<file path="src/rtl/quad_decoder_array.sv">
// rtl/quad_decoder_array.sv - multi-channel quadrature decoder: sync, glitch filter, 4x decode, index zeroing, error flag, windowed velocity
// Count updates a fixed 2+FILT_LEN clocks after a raw pin change is first sampled.
module quad_decoder_array #(
   parameter int NUM_CH        = 4,
   parameter int COUNT_W       = 32,
   parameter int VEL_W         = 16,
   parameter int FILT_LEN      = 3,
   parameter int WINDOW_CYCLES = 1200000
) (
   input  logic                      clk_12MHz,
   input  logic                      reset,
   input  logic [NUM_CH-1:0]         a,
   input  logic [NUM_CH-1:0]         b,
   input  logic [NUM_CH-1:0]         idx,
   input  logic [NUM_CH-1:0]         clear,
   input  logic [NUM_CH-1:0]         idx_zero_en,
   input  logic [NUM_CH-1:0]         err_clr,
   output logic [NUM_CH*COUNT_W-1:0] count,
   output logic [NUM_CH*VEL_W-1:0]   velocity,
   output logic                      vel_valid,
   output logic [NUM_CH-1:0]         err
);
   localparam int NS   = 3 * NUM_CH;
   localparam int FC_W = $clog2(FILT_LEN + 1);
   localparam int WW   = $clog2(WINDOW_CYCLES);
   localparam logic [FC_W-1:0]         FILT_TOP = FC_W'(FILT_LEN - 1);
   localparam logic [WW-1:0]           WIN_TOP  = WW'(WINDOW_CYCLES - 1);
   localparam logic signed [VEL_W-1:0] VEL_MAX  = {1'b0, {(VEL_W-1){1'b1}}};
   localparam logic signed [VEL_W-1:0] VEL_MIN  = {1'b1, {(VEL_W-1){1'b0}}};

   logic [NS-1:0]     raw, sync1, sync2, filt;
   logic [FC_W-1:0]   fcnt [NS];
   logic [NUM_CH-1:0] filt_a, filt_b, filt_i;
   logic [NUM_CH-1:0] prev_a, prev_b, prev_i;
   logic [NUM_CH-1:0] step_up, step_dn, illegal, idx_rise;
   logic [WW-1:0]     win_cnt;
   logic              win_end;

   logic [COUNT_W-1:0]        cnt_r    [NUM_CH];
   logic signed [VEL_W-1:0]   acc      [NUM_CH];
   logic signed [VEL_W-1:0]   acc_next [NUM_CH];
   logic signed [VEL_W-1:0]   vel_r    [NUM_CH];

   // Position of an {A,B} state around the Gray cycle 00->01->11->10.
   function automatic logic [1:0] gray_pos(input logic [1:0] ab);
      case (ab)
         2'b00:   return 2'd0;
         2'b01:   return 2'd1;
         2'b11:   return 2'd2;
         default: return 2'd3;
      endcase
   endfunction

   assign raw    = {idx, b, a};
   assign filt_a = filt[NUM_CH-1:0];
   assign filt_b = filt[2*NUM_CH-1:NUM_CH];
   assign filt_i = filt[NS-1:2*NUM_CH];

   always_ff @(posedge clk_12MHz) begin
      if (reset) begin
         sync1 <= '0;
         sync2 <= '0;
         filt  <= '0;
         for (int s = 0; s < NS; s++) fcnt[s] <= '0;
      end else begin
         sync1 <= raw;
         sync2 <= sync1;
         for (int s = 0; s < NS; s++) begin
            if (sync2[s] == filt[s]) begin
               fcnt[s] <= '0;
            end else if (fcnt[s] == FILT_TOP) begin
               filt[s] <= sync2[s];
               fcnt[s] <= '0;
            end else begin
               fcnt[s] <= fcnt[s] + FC_W'(1);
            end
         end
      end
   end

   for (genvar ch = 0; ch < NUM_CH; ch++) begin : g_ch
      logic [1:0] pos_diff;
      assign pos_diff      = gray_pos({filt_a[ch], filt_b[ch]}) - gray_pos({prev_a[ch], prev_b[ch]});
      assign step_up[ch]   = (pos_diff == 2'd1);
      assign step_dn[ch]   = (pos_diff == 2'd3);
      assign illegal[ch]   = (pos_diff == 2'd2);
      assign idx_rise[ch]  = filt_i[ch] & ~prev_i[ch];
      // Velocity saturates; the position count wraps freely.
      assign acc_next[ch]  = (step_up[ch] && acc[ch] != VEL_MAX) ? acc[ch] + VEL_W'(1) :
                             (step_dn[ch] && acc[ch] != VEL_MIN) ? acc[ch] - VEL_W'(1) :
                             acc[ch];
      assign count[ch*COUNT_W +: COUNT_W] = cnt_r[ch];
      assign velocity[ch*VEL_W +: VEL_W]  = vel_r[ch];
   end

   assign win_end = (win_cnt == WIN_TOP);

   always_ff @(posedge clk_12MHz) begin
      if (reset) begin
         win_cnt   <= '0;
         vel_valid <= 1'b0;
         prev_a    <= '0;
         prev_b    <= '0;
         prev_i    <= '0;
         err       <= '0;
         for (int ch = 0; ch < NUM_CH; ch++) begin
            cnt_r[ch] <= '0;
            acc[ch]   <= '0;
            vel_r[ch] <= '0;
         end
      end else begin
         prev_a    <= filt_a;
         prev_b    <= filt_b;
         prev_i    <= filt_i;
         vel_valid <= win_end;
         win_cnt   <= win_end ? '0 : win_cnt + WW'(1);
         for (int ch = 0; ch < NUM_CH; ch++) begin
            if (clear[ch])
               cnt_r[ch] <= '0;
            else if (idx_zero_en[ch] && idx_rise[ch])
               cnt_r[ch] <= '0;
            else if (step_up[ch])
               cnt_r[ch] <= cnt_r[ch] + COUNT_W'(1);
            else if (step_dn[ch])
               cnt_r[ch] <= cnt_r[ch] - COUNT_W'(1);

            // A new illegal transition outranks a same-cycle clear request.
            if (illegal[ch])
               err[ch] <= 1'b1;
            else if (err_clr[ch])
               err[ch] <= 1'b0;

            if (win_end) begin
               vel_r[ch] <= acc_next[ch];
               acc[ch]   <= '0;
            end else begin
               acc[ch]   <= acc_next[ch];
            end
         end
      end
   end
endmodule

</file>
<file path="config.mk">
export PLATFORM = sky130hd
export DESIGN_NAME = quad_decoder_array
export DESIGN_NICKNAME = d
export VERILOG_FILES = /design/src/rtl/quad_decoder_array.sv
export SDC_FILE = /design/constraint.sdc
export NUM_CORES = 1
export LEC_CHECK = 0
export BUFFER_PORTS_ARGS = -buffer_cell sky130_fd_sc_hd__buf_2
export CAP_MARGIN = 20
export CORE_AREA = 10 10 250 156
export CTS_BUF_LIST = sky130_fd_sc_hd__clkbuf_2 sky130_fd_sc_hd__clkbuf_4 sky130_fd_sc_hd__clkbuf_8
export DETAILED_ROUTE_END_ITERATION = 16
export DIE_AREA = 0 0 260 166
export MAX_ROUTING_LAYER = met4
export PLACE_DENSITY = 0.81
export SYNTH_ARGS = -nofsm -noshare
export SYNTH_HDL_FRONTEND = slang
export SYNTH_SLANG_ARGS = --single-unit
</file>
<file path="constraint.sdc">
create_clock -name clk_12MHz -period 4.71 [get_ports clk_12MHz]
set_input_delay 1.1775 -clock clk_12MHz [delete_from_list [all_inputs] [get_ports clk_12MHz]]
set_output_delay 1.1775 -clock clk_12MHz [all_outputs]
set_load 0.02 [all_outputs]
</file>
==> impl_metrics.toml <==
[placed_design]
portBuffers = 222
dp.cells = 2875
dpl.hpwl_um = 39300
post-place-ws_ns = 1.03
dpl_cell_area_sq_mm = 0.0228
gp_congestion = 0.949

[clock_tree]
cts_sinks = 354
insertion_delay_ns = 0.62
clkTransAtPathRegs_ns = 0.07
cts_buffers = 53
cts_resized = 0
cts_root_buf = "clkbuf_8"
post_cts.repair.setup_buffers = 0
cts_hold_buf = 0
cts_tree = "built"
htree_levels = 2
cts.path.max_buffers = 3

[synth]
post_synth_main_area_contributors = "edfxtp_1 40%, dfxtp_1 7.0%, nor2_1 6.4%"
ys_seq_elements = 354
synth-adder-area-share = 0.0315
async_flop_share = 0
seq_area_frac_synth = 0.469
ys_warn_count = 0
yosys.area.top_type_share = 0.399
yosysTopAreaCell = "edfxtp_1"
syn_area_per_cell_sq_um = 9.53
synth_mux_area_frac = 0.0110
synth_top_family_by_area = "simple AND/OR/NAND/NOR gates"
ys_types = 96
syn_inst = 2211
synth-simple-area-share = 0.248
synth_compound_area_frac = 0.138
syn_area_sq_mm = 0.0211
synth_xor_area_frac = 0.0628
synth-edff-count = 280
synth_ff_type = "edfxtp_1"

[floorplan]
die_h_um = 166
initial_utilization = 0.610
io_pins = 223
rows = 53
coreArea_sq_mm = 0.0345
die_x_um = 260
die-area_sq_mm = 0.0432

[sta]
maxSlewViolCount = 0
worst_pin_slew_ns = 1.09
hold_viol_final = 0
period_share = 0.736
maxSlewHeadroom = 0.276
fmax_mhz = 289
rsz0062_at_grt = "false"
skew_ns = 0.0185
setup_viol = 0
setup_slack_ns = 1.24
hold_slack_ns = 0.436
totalNegativeSetupSlack_ns = 0
min_period_ns = 3.47

[pwr]
pwr-share-comb = 0.154
p_sw_mw = 2.46
power.share.clock = 0.327
leakagePower_nw = 8.86
switching_share = 0.313
p_int_mw = 5.40
vdd_drop_max_v = 0.000217
power.density_mw_per_mm2 = 330
p_seq_frac = 0.519

[routing]
post_drt_wl_per_cell_um = 18.8
firstDrtPassIters = 6
drc = 0
drt-total-wl_um = 56000
routed-via-count = 18800
ant_nets = 0
vias_per_cell = 6.31
first_iter_violations = 2567

[worst_setup_path]
worst-setup-path-type = "register to register"
cp.buffers_inverters = 2
slowest_stage = "or3_1"
cpPeakStageDelay_ns = 0.85
cp.required_ns = 5.06
critPathLaunchType = "register"
worstPathMaxFanout = 26
path_common_cell = "ha_1"
path_delay_family = "simple AND/OR/NAND/NOR gates"
crit_arrival_ns = 3.81
endpoint_kind = "register"
path_cells = "inv_1, ha_1, ha_1, xnor3_1, or3_1, buf_4, o22ai_1, a311oi_1, o21ai_0"

[finish]
antennaDiodeCount = 0
drive_gt1_frac = 0.151
final_nets = 2543
area_growth_pct = 13.2
final_cells = 2974
stdcell_area_sq_mm = 0.0238

[global_routing]
grt_pass1_vias = 17300
overflow = 0
grt_pass1_wl_um = 89800
antenna_found_initial = 0
gr-usage-all-layers = 0.255
grt_max_degree = 62

[min_path]
worst_hold_path_type = "register to register"

[job]
cap_violations = 0

[status]
status = "finished, final reports clean"
==> worst paths after layout <==
| check | start | to | slack, ns | depth (start not counted) |
|---|---|---|---|---|
| max | filt[6] | cnt_r[2][3] | 1.24 | 9 |
| min | sync1[8] | sync2[8] | 0.44 | 1 |
| max reg2reg | filt[6] | cnt_r[2][3] | 1.24 | 9 |
| min reg2reg | sync1[8] | sync2[8] | 0.44 | 1 |
==> synth_stat cells, types with 53 or more instances <==
cell type / instances
a21oi_1: 86
clkbuf_1: 108
dfxtp_1: 74
edfxtp_1: 280
ha_1: 53
inv_1: 77
nand2_1: 114
nand3_1: 78
nor2_1: 357
nor3_1: 114
o21ai_0: 54
xnor2_1: 65
xor2_1: 65
==> metal layers <==
metal / routed length (um) / vias to the layer above / part of all wire / GRT usage
met2: 24500 / 1063 / 0.44 / 0.370
li1: - / 8730 / - / -
met3: 5650 / 111 / 0.10 / 0.0492
met4: 1150 / 0 / 0.021 / 0.0699
met1: 24600 / 8876 / 0.44 / 0.360
met5: 0 / - / 0 / -
==> worst reg2reg max path, stage by stage, from the launching register on <==
cell,delay [ns]
dfxtp_1,0.40
inv_1,0.09
ha_1,0.28
ha_1,0.23
xnor3_1,0.62
or3_1,0.85
buf_4,0.31
o22ai_1,0.10
a311oi_1,0.19
o21ai_0,0.13
==> area by class of cell <==
type                       count  area (sq um)
sequential                   354          9890
fill                        2645         10700
clock buffer                  67           853
multi-input combinational   1734         10700
timing repair buffer         244          1320
inverter                      77           292
clock inverter                31           201
tap                          467           584
==> power by group through the flow <==
stage	Sequential, mW	Combinational (mW)	Clock (mW)
CTS	4.06	1.20	2.62
detailed placement	4.13	1.20	0
global route	4.13	1.32	2.77
floorplan	4.15	0.738	0
global placement	4.11	1.16	0
finish	4.08	1.21	2.57
==> placed cells by master, fill, tap and decap left out, types with 48 or more instances in the layout <==
| cell type | n |
|---|---|
| a21oi_1 | 86 |
| buf_2 | 222 |
| clkbuf_8 | 56 |
| conb_1 | 88 |
| dfxtp_1 | 74 |
| edfxtp_1 | 280 |
| ha_1 | 53 |
| inv_1 | 76 |
| nand2_1 | 114 |
| nand3_1 | 78 |
| nor2_1 | 356 |
| nor3_1 | 112 |
| nor4_1 | 48 |
| o21ai_0 | 54 |
| xnor2_1 | 65 |
| xor2_1 | 65 |
==> cells by family (layout without fill, tap and decap cells) <==
logic type | Yosys count | count (layout)
xor+xnor | 138 | 138
fa+ha+maj | 53 | 53
other cells | 1 | 88
flops | 354 | 354
mux | 23 | 23
simple gates | 1014 | 1014
buf+inv | 210 | 419
compound gates | 418 | 418
==> metrics by stage <==
step / total power, mW / utilization
4_1_cts: 7.88 / 0.689
6_report: 7.86 / 0.690
5_1_grt: 8.21 / 0.690
3_5_place_dp: 5.32 / 0.659
3_3_place_gp: 5.28 / 0.659
2_1_floorplan: 4.89 / -
==> flip-flops by register name (all words and copies together) (netlist names) <==
| name | flops |
|---|---|
| acc | 64 |
| cnt_r | 128 |
| err | 4 |
| fcnt | 24 |
| filt | 12 |
| prev_a | 4 |
| prev_b | 4 |
| prev_i | 4 |
| sync1 | 12 |
| sync2 | 12 |
| vel_r | 64 |
| vel_valid | 1 |
| win_cnt | 21 |
(Power assumes the default switching activity.)
